File: src/rtl/fifo_pkg.sv
// Shared types and constants for the ring FIFO and the stream adapter that drives its command port.
package fifo_pkg;
    localparam int FIFO_SLOTS = 8;
    localparam int DEPTH      = FIFO_SLOTS - 1;

    typedef logic [31:0] word_t;

    typedef enum logic {INIT = 1'b0, RUN = 1'b1} adapter_state_e;
    typedef enum logic {PRIO_WRITE = 1'b0, PRIO_READ = 1'b1} prio_e;
endpackage

File: src/rtl/fifo_stream_adapter_skid_buffer.sv
// In-order skid buffer of SKID words; the head always sits in slot 0 so out_data is a plain register.
module skid_buffer #(
    parameter  int DW   = 32,
    parameter  int SKID = 2,
    localparam int CW   = $clog2(SKID + 1),
    localparam int PW   = (SKID > 1) ? $clog2(SKID) : 1
) (
    input  logic          clk,
    input  logic          rst_n,
    input  logic          in_valid,
    input  logic [DW-1:0] in_data,
    input  logic          out_ready,
    output logic          out_valid,
    output logic [DW-1:0] out_data,
    output logic [CW-1:0] count
);
    localparam logic [CW-1:0] ONE_L = {{(CW-1){1'b0}}, 1'b1};

    logic [DW-1:0] mem_q [SKID];
    logic [DW-1:0] mem_d [SKID];
    logic [CW-1:0] cnt_q, cnt_d;
    logic          pop_s;

    // next-state for slots and fill level; a pop shifts toward slot 0 before the push lands
    always_comb begin
        pop_s = (cnt_q != {CW{1'b0}}) && out_ready;
        mem_d = mem_q;
        cnt_d = cnt_q;
        case ({in_valid, pop_s})
            2'b10: begin
                mem_d[PW'(cnt_q)] = in_data;
                cnt_d             = cnt_q + ONE_L;
            end
            2'b01: begin
                for (int i = 0; i < SKID - 1; i++) mem_d[i] = mem_q[i+1];
                cnt_d = cnt_q - ONE_L;
            end
            2'b11: begin
                for (int i = 0; i < SKID - 1; i++) mem_d[i] = mem_q[i+1];
                mem_d[PW'(cnt_q - ONE_L)] = in_data;
                cnt_d                     = cnt_q;
            end
            default: begin
                mem_d = mem_q;
                cnt_d = cnt_q;
            end
        endcase
    end

    // slot and level registers
    always_ff @(posedge clk or negedge rst_n) begin
        if (!rst_n) begin
            for (int i = 0; i < SKID; i++) mem_q[i] <= {DW{1'b0}};
            cnt_q <= {CW{1'b0}};
        end else begin
            mem_q <= mem_d;
            cnt_q <= cnt_d;
        end
    end

    assign out_valid = (cnt_q != {CW{1'b0}});
    assign out_data  = mem_q[0];
    assign count     = cnt_q;
endmodule

File: src/rtl/fifo_stream_adapter.sv
// Adapts valid/ready write and read streams onto the ring FIFO's single en/r_w command port.
module fifo_stream_adapter #(
    parameter  int DW    = 32,
    parameter  int DEPTH = fifo_pkg::DEPTH,
    parameter  int SKID  = 2,
    localparam int CW    = $clog2(DEPTH + 1)
) (
    input  logic          clk,
    input  logic          reset,
    input  logic          wr_valid,
    output logic          wr_ready,
    input  logic [DW-1:0] wr_data,
    output logic          rd_valid,
    input  logic          rd_ready,
    output logic [DW-1:0] rd_data,
    output logic          fifo_reset,
    output logic          fifo_en,
    output logic          fifo_r_w,
    output logic [DW-1:0] fifo_in,
    input  logic [DW-1:0] fifo_out,
    output logic [CW-1:0] count
);
    import fifo_pkg::*;

    localparam int              SCW     = $clog2(SKID + 1);
    localparam logic [CW-1:0]   DEPTH_L = DEPTH[CW-1:0];
    localparam logic [CW-1:0]   ONE_L   = {{(CW-1){1'b0}}, 1'b1};
    localparam logic [SCW:0]    SKID_L  = SKID[SCW:0];

    adapter_state_e state_q, state_d;
    prio_e          prio_q, prio_d;
    logic           rel_q, rel_d;
    logic           fifo_reset_q, fifo_reset_d;
    logic [CW-1:0]  count_q, count_d;
    logic           inflight_q, inflight_d;
    logic           write_ok_s, read_ok_s, issue_w_s, issue_r_s;
    logic [SCW-1:0] skid_cnt_s;
    logic [SCW:0]   credit_s;

    // arbitration, occupancy and reset-release sequencing
    always_comb begin
        state_d      = state_q;
        prio_d       = prio_q;
        rel_d        = rel_q;
        fifo_reset_d = fifo_reset_q;
        count_d      = count_q;
        inflight_d   = inflight_q;
        write_ok_s   = 1'b0;
        read_ok_s    = 1'b0;
        issue_w_s    = 1'b0;
        issue_r_s    = 1'b0;
        // a read is only launched if its word is guaranteed a skid slot, ignoring any same-cycle pop
        credit_s     = {1'b0, skid_cnt_s} + {{SCW{1'b0}}, inflight_q};
        case (state_q)
            INIT: begin
                rel_d      = 1'b1;
                inflight_d = 1'b0;
                if (rel_q) begin
                    state_d      = RUN;
                    fifo_reset_d = 1'b0;
                end else begin
                    state_d      = INIT;
                    fifo_reset_d = 1'b1;
                end
            end
            RUN: begin
                write_ok_s = wr_valid && (count_q < DEPTH_L);
                read_ok_s  = (count_q != {CW{1'b0}}) && (credit_s < SKID_L);
                if (write_ok_s && read_ok_s) begin
                    issue_w_s = (prio_q == PRIO_WRITE);
                    issue_r_s = (prio_q == PRIO_READ);
                    prio_d    = (prio_q == PRIO_WRITE) ? PRIO_READ : PRIO_WRITE;
                end else begin
                    issue_w_s = write_ok_s;
                    issue_r_s = read_ok_s;
                    prio_d    = prio_q;
                end
                case ({issue_w_s, issue_r_s})
                    2'b10:   count_d = count_q + ONE_L;
                    2'b01:   count_d = count_q - ONE_L;
                    default: count_d = count_q;
                endcase
                inflight_d = issue_r_s;
            end
            default: begin
                state_d      = INIT;
                fifo_reset_d = 1'b1;
            end
        endcase
    end

    // adapter state registers
    always_ff @(posedge clk or negedge reset) begin
        if (!reset) begin
            state_q      <= INIT;
            prio_q       <= PRIO_WRITE;
            rel_q        <= 1'b0;
            fifo_reset_q <= 1'b1;
            count_q      <= {CW{1'b0}};
            inflight_q   <= 1'b0;
        end else begin
            state_q      <= state_d;
            prio_q       <= prio_d;
            rel_q        <= rel_d;
            fifo_reset_q <= fifo_reset_d;
            count_q      <= count_d;
            inflight_q   <= inflight_d;
        end
    end

    skid_buffer #(.DW(DW), .SKID(SKID)) u_skid (
        .clk       (clk),
        .rst_n     (reset),
        .in_valid  (inflight_q),
        .in_data   (fifo_out),
        .out_ready (rd_ready),
        .out_valid (rd_valid),
        .out_data  (rd_data),
        .count     (skid_cnt_s)
    );

    assign wr_ready   = issue_w_s;
    assign fifo_en    = issue_w_s || issue_r_s;
    assign fifo_r_w   = issue_w_s;
    assign fifo_in    = wr_data;
    assign fifo_reset = fifo_reset_q;
    assign count      = count_q;
endmodule

File: config.mk
export PLATFORM = sky130hd
export DESIGN_NAME = fifo_stream_adapter
export DESIGN_NICKNAME = d
export VERILOG_FILES = /design/src/rtl/fifo_pkg.sv /design/src/rtl/fifo_stream_adapter_skid_buffer.sv /design/src/rtl/fifo_stream_adapter.sv
export SDC_FILE = /design/constraint.sdc
export NUM_CORES = 1
export LEC_CHECK = 0
export ABC_AREA = 1
export ABC_CLOCK_PERIOD_IN_PS = 4400
export BUFFER_PORTS_ARGS = -buffer_cell sky130_fd_sc_hd__buf_2
export CAP_MARGIN = 20
export CORE_ASPECT_RATIO = 2
export CORE_UTILIZATION = 40
export CTS_CLUSTER_DIAMETER = 40
export CTS_CLUSTER_SIZE = 10
export DETAILED_ROUTE_END_ITERATION = 8
export PLACE_DENSITY = 0.64
export SLEW_MARGIN = 10
export SYNTH_ARGS = -nofsm -noshare
export SYNTH_HDL_FRONTEND = slang
export SYNTH_SLANG_ARGS = --single-unit
File: constraint.sdc
create_clock -name clk -period 4.4 [get_ports clk]
set_clock_uncertainty 0.2 [all_clocks]
set_input_delay 0.22 -clock clk [delete_from_list [all_inputs] [get_ports clk]]
set_output_delay 0.22 -clock clk [all_outputs]
set_load 0.1 [all_outputs]
; Yosys cells after proc, flatten, opt, wreduce, memory -nomap -nowiden
; Cells that the tools add are included.
[totals]
out_inout_bits = 72
regBits = 74
inputBits = 68
[op_classes]
n_addsub = 5
magnitude_cmp = 6
n_bitwise = 4
reduce_logical = 15
mux = 21
eq_ne = 5
[ops]
columns = op, n
row1 = $bwmux 64, 2
row2 = $pmux 32 s3, 1
row3 = $demux 32 s1, 2
row4 = $mux 32, 2
row5 = $pmux 32 s2, 1
row6 = $mux 1, 10
row7 = $reduce_bool 2->1, 4
row8 = $eq 2x2->1 const B, 3
row9 = $logic_and 1x1->1, 6
row10 = $pmux 3 s2, 1
row11 = $reduce_bool 3->1, 2
row12 = $eq 2x1->1 const B, 2
row13 = $ge 2x2->1 const B, 2
row14 = $lt 2x1->1 const B, 2
row15 = $not 1->2, 2
row16 = $pmux 2 s2, 1
row17 = $reduce_and 2->1, 2
row18 = $add 2x1->3, 1
row19 = $add 3x1->3 const B, 1
row20 = $lt 3x2->1 const B, 1
row21 = $lt 3x3->1 const B, 1
row22 = $sub 3x1->3 const B, 1
row23 = $add 2x1->2 const B, 1
row24 = $not 1->1, 2
row25 = other kinds (3), 3

; Logic depth before layout (Yosys ltp)
; Gate-level depths: netlist (run 1).
[depth]
depth_word = 9
ltp_mapped = 16
depth_no_buf = 12

; By module
; Synthesis (run 1) repeated with hierarchy kept, for this count alone.
[unflattened]
hier_cells = 732
area_unflattened_um2 = 5022.3
[modules_own_cells]
columns = module, instances, area_each_um2, seq_area_each_um2, cells_each
row1 = skid_buffer, 1, 4331.7, 1651.6, 644
row2 = fifo_stream_adapter, 1, 690.7, 201.4, 88

; Least setup slack after synthesis (run 1)
; No wires, ideal clock.
[synth_timing]
kind = reg2reg
start = reg u_skid.cnt_q[0] (netlist: u_skid.count[0])
end = reg u_skid.mem_q (netlist bit u_skid.out_data[10])
setup_ps = 117
t_arrival_ps = 2828
slack_ps = 1255
stages_incl_launch_ff = 17
period_less_slack_ps = 3145
required_ps = 4083
cell_sequence = dfrtp_1 buf_4 inv_1 buf_4 buf_2 ha_1 inv_1 nand2_1 inv_1 ha_1 buf_2 nor2_4 a21oi_2 inv_2 buf_2 nand2_1 nand2_1
[synth_via]
word_cells_on_any_way = 22
[synth_rtl]
columns = item, line
row1 = from (decl), fifo_stream_adapter_skid_buffer.sv:21  ; logic [CW-1:0] cnt_q, cnt_d;
row2 = from (signal assigned), fifo_stream_adapter_skid_buffer.sv:54  ; cnt_q <= {CW{1'b0}};
row3 = from (signal assigned), fifo_stream_adapter_skid_buffer.sv:57  ; cnt_q <= cnt_d;
row4 = $reduce_bool 2->1 (*), n/a
row5 = net rd_valid, fifo_stream_adapter.sv:13  ; output logic rd_valid,
row6 = $logic_and 1x1->1 (*), fifo_stream_adapter_skid_buffer.sv:26  ; pop_s = (cnt_q != {CW{1'b0}}) && out_ready;
row7 = $eq 2x2->1 or $eq 2x1->1 (tied branches), fifo_stream_adapter_skid_buffer.sv:29  ; case ({in_valid, pop_s})
row8 = $pmux 32 s3 or $reduce_bool 3->1 (tied branches), n/a
row9 = to (signal assigned), fifo_stream_adapter_skid_buffer.sv:56  ; mem_q <= mem_d;
row10 = to (decl), fifo_stream_adapter_skid_buffer.sv:19  ; logic [DW-1:0] mem_q [SKID];
; Mark *: on every way through the listed nets, which the timed path passes. The rest lies on a longest branch.
; A chain may end at the register's enable or synchronous reset.

; Final worst setup path (run 1)
[layout_timing]
start = reg u_skid.cnt_q[0] (netlist: u_skid.count[0])
end = reg u_skid.mem_q (netlist bit u_skid.out_data[30])
[layout_via]
elab_chain_cells = 8
word_cells_on_any_way = 22
[layout_rtl]
columns = item, line
row1 = $sub 2x1->2, n/a
row2 = $not 1->2 (implied by the code), fifo_stream_adapter_skid_buffer.sv:40  ; mem_d[PW'(cnt_q - ONE_L)] = in_data;
row3 = $ge 2x2->1 (implied by the code) or $lt 2x1->1 (tied branches), fifo_stream_adapter_skid_buffer.sv:40
row4 = $logic_and 1x1->1 (implied by the code), fifo_stream_adapter_skid_buffer.sv:40
row5 = $mux 32 (implied by the code), fifo_stream_adapter_skid_buffer.sv:40
row6 = $demux 32 s1, fifo_stream_adapter_skid_buffer.sv:40
row7 = $bwmux 64, fifo_stream_adapter_skid_buffer.sv:40
row8 = $pmux 32 s3, fifo_stream_adapter_skid_buffer.sv:29
; Several ways; a longest one is shown, not always the timed one.

==> results of run 1 <==
per-stage QoR:
| stage | instances | area, um2 | hold WS (ns) | utilization |
|---|---|---|---|---|
| after detailed placement | 852 | 4911 | 0.2380 | 0.4051 |
| after global routing | 867 | 5196 | 0.03159 | 0.4286 |
| after floorplan | 727 | 4952 | -0.2756 | - |
| after CTS | 866 | 5181 | 0.009575 | 0.4273 |
| final | 867 | 5196 | 0.01736 | 0.4286 |
| after global placement | 851 | 4896 | 0.2270 | 0.4038 |
power groups by stage:
stage	clock (mW)	combinational, mW	sequential [mW]
after floorplan	0	2.70	1.20
after global placement	0	2.96	1.12
after detailed placement	0	3.08	1.13
after CTS	0.681	3.09	1.12
after global routing	0.705	3.39	1.16
final	0.671	3.10	1.13
cell families after synthesis:
group	count (synthesis)	share of synthesized area
simple gates	354	0.2959
buf+inv	189	0.2016
compound gates	99	0.1021
flops	74	0.3742
fa+ha+maj	7	0.01920
xor+xnor	4	0.007076
worst paths after layout:
kind	startpoint	endpoint	slack [ns]	depth (start not counted)
worst max-delay path	u_skid.count[0]	u_skid.out_data[30]	1.52	11
worst min-delay path	fifo_out[24]	u_skid.mem_q[24]	0.02	3
worst max register to register	u_skid.count[0]	u_skid.out_data[30]	1.52	11
worst min register to register	rel_q	rel_q	0.25	2
max in group asynchronous	reset	u_skid.mem_q[0]	2.95	2
min in group asynchronous	reset	u_skid.out_data[12]	0.38	2
tightest hold or removal path, stage by stage:
cell	delay, ns
sky130_fd_sc_hd__buf_2	0.10
sky130_fd_sc_hd__o21ai_0	0.08
sky130_fd_sc_hd__o21ai_1	0.11
flip-flops by register name, indices dropped and copies added, names as in the netlist:
register / flops
u_skid.out_data: 32
fifo_reset: 1
u_skid.count: 2
prio_q: 1
state_q: 1
u_skid.mem_q: 32
inflight_q: 1
count: 3
rel_q: 1
routing by layer:
metal / vias up / part of all wire
met5: - / 0
met4: 0 / 0.036
met3: 30 / 0.057
met2: 162 / 0.52
met1: 2194 / 0.39
li1: 2202 / -
final cells by class:
cell class | count | area (um2)
clock buffers | 13 | 260.3
fillers | 1305 | 6928
inverters | 84 | 315.3
multi-input cells | 464 | 2113
flip-flops and latches | 74 | 1853
well taps | 147 | 183.9
repair buffers | 85 | 470.5
placed cells by master (no fill, tap or decap), drive strengths merged:
cell type	instances
xor2	1
dfstp	1
o21ai	64
buf	84
xnor2	3
clkbuf	13
o211ai	1
inv	84
a21oi	34
dfrtp	73
nor2	7
dlygate4sd3	1
nand2	244
nand3	103
ha	6
fa	1
==> run summary, run 1 <==
The global routing met2 resource utilization is 0.3810. The predominant post-synthesis flop cell is sky130_fd_sc_hd__dfrtp_1. After clock tree synthesis, the setup repair step added 0 buffers.

The final-report max-slew violation count is 0. The worst setup path is of the flop to flop kind. The count of antenna-violating nets left after detailed routing came out at 0.

STA classifies the critical path endpoint as a flop. The transition at the pin with the smallest max-transition slack came out at between 1 and 1.5 ns. The initial core utilization came out at 0.4085. The remaining design rule violation count came out at 0.

The peak fanout along the critical path came out at 32. The final sum of negative setup slack is 0 ns. The part of the power in the clock network came out at 0.137. In the post-synthesis netlist, the cell with the most instances is sky130_fd_sc_hd__nand2_1.

The via count came out at roughly 4.6k. The die span in y is 159.4 um. The final wirelength is around 13000 um. For this run the aggregate overflow at the end of global routing stands at 0. The total CTS buffers is 9. Compared with the post-synthesis result, the final layout area differs by 4.927%.

The critical path goes through inv_2 -> ha_1 -> inv_1 -> nand2_1 -> inv_1 -> ha_2 -> nor2_4 -> a21oi_4 -> inv_2 -> nand2_1 -> nand2_1. The power share of the combinational group is 0.632. For this run, the post-layout net count is roughly 790. The top-area cell type share of the netlist area is 0.3689. Entering global routing, the biggest net connects 75 pins.

The data required time at the worst endpoint came out at 4.43 ns. The number of flops mapped to enable cells by yosys is 0. The critical path arrival came out at between 2 and 3 ns. The highest achievable clock rate came out at about 350 MHz. The proportion of power drawn by flip-flops and latches came out at 0.230.

The detailed-placement wirelength estimate is around 8400 um. The congestion estimate from routability-driven global placement came to ~0.77. The static leakage came out at between 2 and 3 nW.

The average vias per placed instance came out at roughly 5.3. The count of standard-cell rows came out at 57. The largest total area in the synthesized netlist belongs to sky130_fd_sc_hd__dfrtp_1. The worst vdd rail ir drop came out at 0.5249 mV. The number of gates given a new drive strength after cts came out at 0.

Setup repair after global routing left no endpoint under its margin. The worst setup timing slack at the placement stage is around 1.5 ns. The shortest period the worst path allows came out at 2.876 ns.

The relative slew slack is 0.3314. The cell family contributing the most delay on the critical path is adder cells. The final-report setup violation count is 0. Counting both buffers and inverters, the worst setup path holds a total of 4. The wire length of the first global-routing pass came out at roughly 22000 um.

The number of endpoints with negative hold slack in the final report is 0. The analysis attributes to net switching a power of roughly 2.8 mW. The number of antenna diodes is 0. In the synthesized netlist, the cells that appear most often are sky130_fd_sc_hd__nand2_1 (244), sky130_fd_sc_hd__nand3_1 (103), sky130_fd_sc_hd__inv_1 (83), sky130_fd_sc_hd__dfrtp_1 (73), sky130_fd_sc_hd__buf_4 (67). The maximum root-to-sink buffer count came out at 2. The number of nets produced by synthesis is 802. The element type at the critical path start is a flop. For this design the top-level I/O count stands at 140.

The tree is rooted in a sky130_fd_sc_hd__clkbuf_16. For this design, the slowest cell found on the critical path is sky130_fd_sc_hd__a21oi_4. The number of standard cells after synthesis is about 730. In this run the standard cell core region covers 0.01212 mm2. The ratio of final minimum period to clock period is 0.6537. The internal power of the cells totals between 2 and 2.5 mW. The wire length per cell is between 10 and 15 um. The warning count from the yosys run is 0.

Of the total power, the share spent switching nets is 0.5781. After synthesis, the cell types taking the most area are sky130_fd_sc_hd__dfrtp_1 (37%), sky130_fd_sc_hd__nand2_1 (18%), sky130_fd_sc_hd__nand3_1 (10%), sky130_fd_sc_hd__buf_4 (10%), sky130_fd_sc_hd__inv_1 (6.3%). In this design, the critical path's most frequently occurring cell is sky130_fd_sc_hd__nand2_1. The sequential share of the synthesized area is 0.3742.

The count of routing violations after the opening detailed-route iteration is about 380. The mapped cell area came out at between 0.004 and 0.005 mm2. After clock tree synthesis, the clock-pin slew on the worst setup and hold paths is approximately 0.060 ns.

The number of antenna violations at the first check in global routing is 0. The number of hold-repair buffers added at the cts stage is 1. TritonCTS built the clock tree.

The maximum level of the CTS H-tree came out at 3. The flip-flop and latch count after synthesis came out at 74. The tightest min-delay check is of the input pin to flop type. The post-layout total power came out at between 4 and 5 mW. The count of buffers from port buffering came out at 75. The clock network latency to the later pin of the worst-skew pair came out at 0.33 ns. The number of global-route vias before repair is between 4k and 5k.

In the global route stage, overall resource usage came out at 0.2148. The first-pass detailed-route iteration total came out at 5. The post-route worst setup slack came out at 1.524 ns. The clock drives 74 sinks. The fraction of final layout cells sized beyond drive strength 1 came out at 0.1431.

The distinct cell type count of the synthesized netlist came out at 21. The async set-or-reset flop fraction in the synthesized netlist is 1.000. The maximum cell stage delay along the critical path came out at 0.51 ns. The power density over cell area came out at approximately 940 mW/mm2.

The synthesized area per cell is 6.812 um2. The die span in x is roughly 80 um. The flow ran to the end, and the final reports show no timing, DRC or antenna violations.

The layer flagged by global routing as most heavily used is met2. The met1 demand-to-capacity share in global routing came out at 0.2360. The number of violations of the max-capacitance limit came out at 0.

The die outline area came out at approximately 0.013 mm2. The met3 track demand over resource is 0.03668.
(Power assumes the default switching activity.)
==> run 2: changes to the inputs <==
- ABC_AREA: 1 -> 0
- ABC_CLOCK_PERIOD_IN_PS: 4400 -> 2510
- PLACE_DENSITY: 0.64 -> 0.68
- clock period: 4.4 -> 2.51 ns (I/O delays scaled with it)
==> run summary, run 2 <==
The count of routing violations after the opening detailed-route iteration was 267 (-29%). The highest achievable clock rate is 421.8 MHz (+21%). The remaining global-route overflow was 0 (unchanged).

The area added between synthesis and finish came out at 14.94%. The number of endpoints with negative hold slack in the final report was 0 (unchanged). The reg-to-reg setup timing slack came to 0.14 ns (-1.38 ns). The routability congestion estimate from global placement is 0.7807 (+0.90%). The via count came out at 3251 (-29%). The path class of the tightest hold or removal check is input pin to output port.

The logic depth of the worst register-to-register path is 5 (-6). The element type at the critical path start is a flop. The post-CTS setup repair buffer count is 0 (unchanged).

The cell depth of the worst hold path is 0 (-3). The worst register-to-register path ends at u_skid.mem_q[18]. The warning count from the yosys run is 0 (unchanged). Sorting the synthesized cells by how often they occur yields sky130_fd_sc_hd__dfrtp_1 (73), sky130_fd_sc_hd__buf_4 (68), sky130_fd_sc_hd__mux2_2 (62), sky130_fd_sc_hd__nand2_1 (39). The number of antenna diodes came out at 0 (unchanged). The met1 demand-to-capacity share in global routing came out at 0.2113 (-0.02477).

The final-report setup violation count came out at 0 (unchanged). The maximum cell stage delay along the critical path came out at 0.61 ns (+0.10 ns). The maximum level of the CTS H-tree is 3 (unchanged). The maximum root-to-sink buffer count came out at 2 (unchanged). The worst hold path begins at wr_data[15]. The library cell used most frequently in the layout, excluding fill and tap cells, is sky130_fd_sc_hd__buf_2.

Walking the worst path, the cells encountered are buf_4 -> nand2_1 -> mux2i_4 -> buf_12 -> mux2_2. The number of global-route vias before repair is 3308 (-30%). The total clock sinks came to 74 (unchanged). The critical path arrival came out at 2.38 ns (-0.52 ns). The initial core utilization is 0.4131 (+0.004615). The post-CTS clock slew at the launch and capture registers of the worst setup and hold paths came to 0.06 ns (about the same). The top-area cell type share of the netlist area came out at 0.4194 (+0.05055). In this run the worst setup path begins at u_skid.count[0]. The global routing met2 resource utilization is 0.3066 (-0.07433).

The worst hold path terminates at fifo_in[15]. The count of antenna-violating nets left after detailed routing came to 0 (unchanged). The wire length of the first global-routing pass came out at 15750 um (-27%). Summed over all instances, the cell type with the most area after synthesis is sky130_fd_sc_hd__dfrtp_1. The average vias per placed instance is 5.269 (-0.43%).

The flow ran to the end, and the final reports show no timing, DRC or antenna violations. The data required time at the worst endpoint is 2.52 ns (-1.91 ns). Among cell families on the critical path, the largest total delay comes from buffers and inverters. The detailed-placement wirelength estimate is 6227 um (-25%).

The multi-input gate area in the final layout is 0.001873 mm2 (-11%). The number of violations of the max-capacitance limit came out at 0 (unchanged). Among all stages on the critical path, the largest delay is contributed by sky130_fd_sc_hd__buf_4. The number of nets produced by synthesis is 515 (-36%).

The die span in x is 75.79 um (-6.1%). The relative slew slack is 0.3585 (+0.02710). For this run, the leading register cell type out of synthesis is sky130_fd_sc_hd__dfrtp_1. The number of nets in the final layout was 550 (-31%). The mapped cell area came out at 0.004355 mm2 (-12%). The remaining design rule violation count came out at 0 (unchanged).

The most common cell in the synthesized netlist is sky130_fd_sc_hd__dfrtp_1. The total global-route track usage is 0.1833 (-0.03153). The number of antenna violations at the first check in global routing came out at 0 (unchanged). TritonCTS built the clock tree. The fraction of final layout cells sized beyond drive strength 1 is 0.3708 (+0.2278).

In the post-synthesis netlist, the biggest area contributors are sky130_fd_sc_hd__dfrtp_1 (42%), sky130_fd_sc_hd__mux2_2 (16%), sky130_fd_sc_hd__buf_4 (12%), sky130_fd_sc_hd__a31oi_1 (4.7%), sky130_fd_sc_hd__a21oi_1 (3.7%). The clock tree root buffer cell is sky130_fd_sc_hd__clkbuf_16. The hold slack is 0.05103 ns (+0.03367 ns).

The wire length per cell is 15.58 um (+5.0%). The launch instance of the worst register-to-register path is u_skid.count[0]. The top-level port count came out at 140 (unchanged). The distinct cell type count of the synthesized netlist came out at 33 (+57%).

The sort of element at the end of the critical path is a flop. The count of buffer and inverter cells on the critical path came out at 2 (-2). The count of fill cells added during filler insertion is 997 (-24%). The die outline area came out at 0.01134 mm2 (-12%). The setup path with the least slack is of type flop to flop.

The total CTS buffers is 9 (unchanged). The transition at the pin with the smallest max-transition slack was 0.9622 ns (-0.04065 ns). The sequential share of the synthesized area is 0.4255 (+0.05127). The pin count of the biggest net entering global routing came out at 75 (unchanged). The peak fanout along the critical path is 68 (+110%). The clock network latency to the later pin of the worst-skew pair is 0.33 ns (about the same).

The final sum of negative setup slack came to 0 ns (unchanged). The async set-or-reset flop fraction in the synthesized netlist is 1.000 (unchanged). The met3 track demand over resource is 0.03704 (+0.0003608).

The most heavily used metal layer in global routing is met2. In the layout the commonest cells are sky130_fd_sc_hd__buf_2 (74), sky130_fd_sc_hd__dfrtp_1 (69), sky130_fd_sc_hd__mux2_2 (52). The number of standard cells after synthesis is 440 (-39%). The count of standard-cell rows came out at 53 (-7.0%). The ratio of final minimum period to clock period is 0.9445 (+0.2907). The number of flops mapped to enable cells by yosys came to 0 (unchanged).

The core region area came out at 0.01054 mm2 (-13%). The first-pass detailed-route iteration total is 4 (-1). The count of buffers from port buffering is 75 (unchanged).

The flip-flop and latch area came out at 0.001863 mm2 (+0.54%). Setup repair after global routing left no endpoint under its margin. The die span in y was 149.6 um (-6.1%). The shortest period the worst path allows came out at 2.371 ns (-0.5057 ns). The flip-flop and latch count after synthesis came out at 74 (unchanged). The synthesized area per cell is 9.899 um2 (+45%). The final-report max-slew violation count was 0 (unchanged). The final wirelength is 9614 um (-25%).
==> run 2: worst max-delay path by stage <==
stage                       end  slack, ns  cells past startpoint
2_1_floorplan  u_skid.mem_q[21]      -0.04                     12
3_3_place_gp   u_skid.mem_q[19]       0.24                      5
3_5_place_dp           count[2]       0.15                      9
4_1_cts         u_skid.mem_q[6]       0.15                      5
5_1_grt                count[2]       0.02                      9
6_report       u_skid.mem_q[18]       0.14                      5
==> run 2: cell families (layout without fill, tap and decap cells) <==
| logic type | count (synthesis) | after routing | synth area share |
|---|---|---|---|
| compound gates | 103 | 103 | 0.1342 |
| fa+ha+maj | 7 | 7 | 0.02183 |
| buf+inv | 104 | 144 | 0.1603 |
| simple gates | 81 | 81 | 0.07555 |
| mux | 65 | 65 | 0.1706 |
| xor+xnor | 6 | 6 | 0.01207 |
| flops | 74 | 74 | 0.4255 |
==> run 2: final cells by class <==
type	count	share of cell area
Clock buffer	13	0.04999
Tap cell	137	0.03424
Clock inverter	3	0.002999
Timing Repair Buffer	118	0.1590
Multi-Input combinational cell	262	0.3742
Sequential cell	74	0.3722
Inverter	10	0.007498
==> run 2: routing by layer <==
metal,up-vias,part of all wire
met3,27,0.052
met5,-,0
met2,104,0.52
li1,1508,-
met4,0,0.030
met1,1612,0.39
==> run 2: worst register-to-register path: stages, from the launching register on <==
cell                      delay (ns)
sky130_fd_sc_hd__dfrtp_2        0.38
sky130_fd_sc_hd__buf_4          0.61
sky130_fd_sc_hd__nand2_1        0.21
sky130_fd_sc_hd__mux2i_4        0.22
sky130_fd_sc_hd__buf_12         0.26
sky130_fd_sc_hd__mux2_2         0.38
==> run 2: metrics by stage <==
step / setup slack, ns / instance area [um2] / utilization / instances
finish: 0.1394 / 5006 / 0.4748 / 617
global route: 0.02033 / 5006 / 0.4748 / 617
CTS: 0.1481 / 5006 / 0.4748 / 617
detailed placement: 0.1492 / 4410 / 0.4183 / 568
global placement: 0.2386 / 4410 / 0.4183 / 568
floorplan: -0.03738 / 4447 / - / 440
==> run 2: timing repair <==
item / CTS / global route
gates resized for setup: 0 / 0
endpoints found under the hold margin: 137 / 0
hold buffers: 33 / 0
Power of run 2 is left out: the tool's default activity adds up to more than one toggle a clock period on the data nets, which glitch-free logic cannot reach.
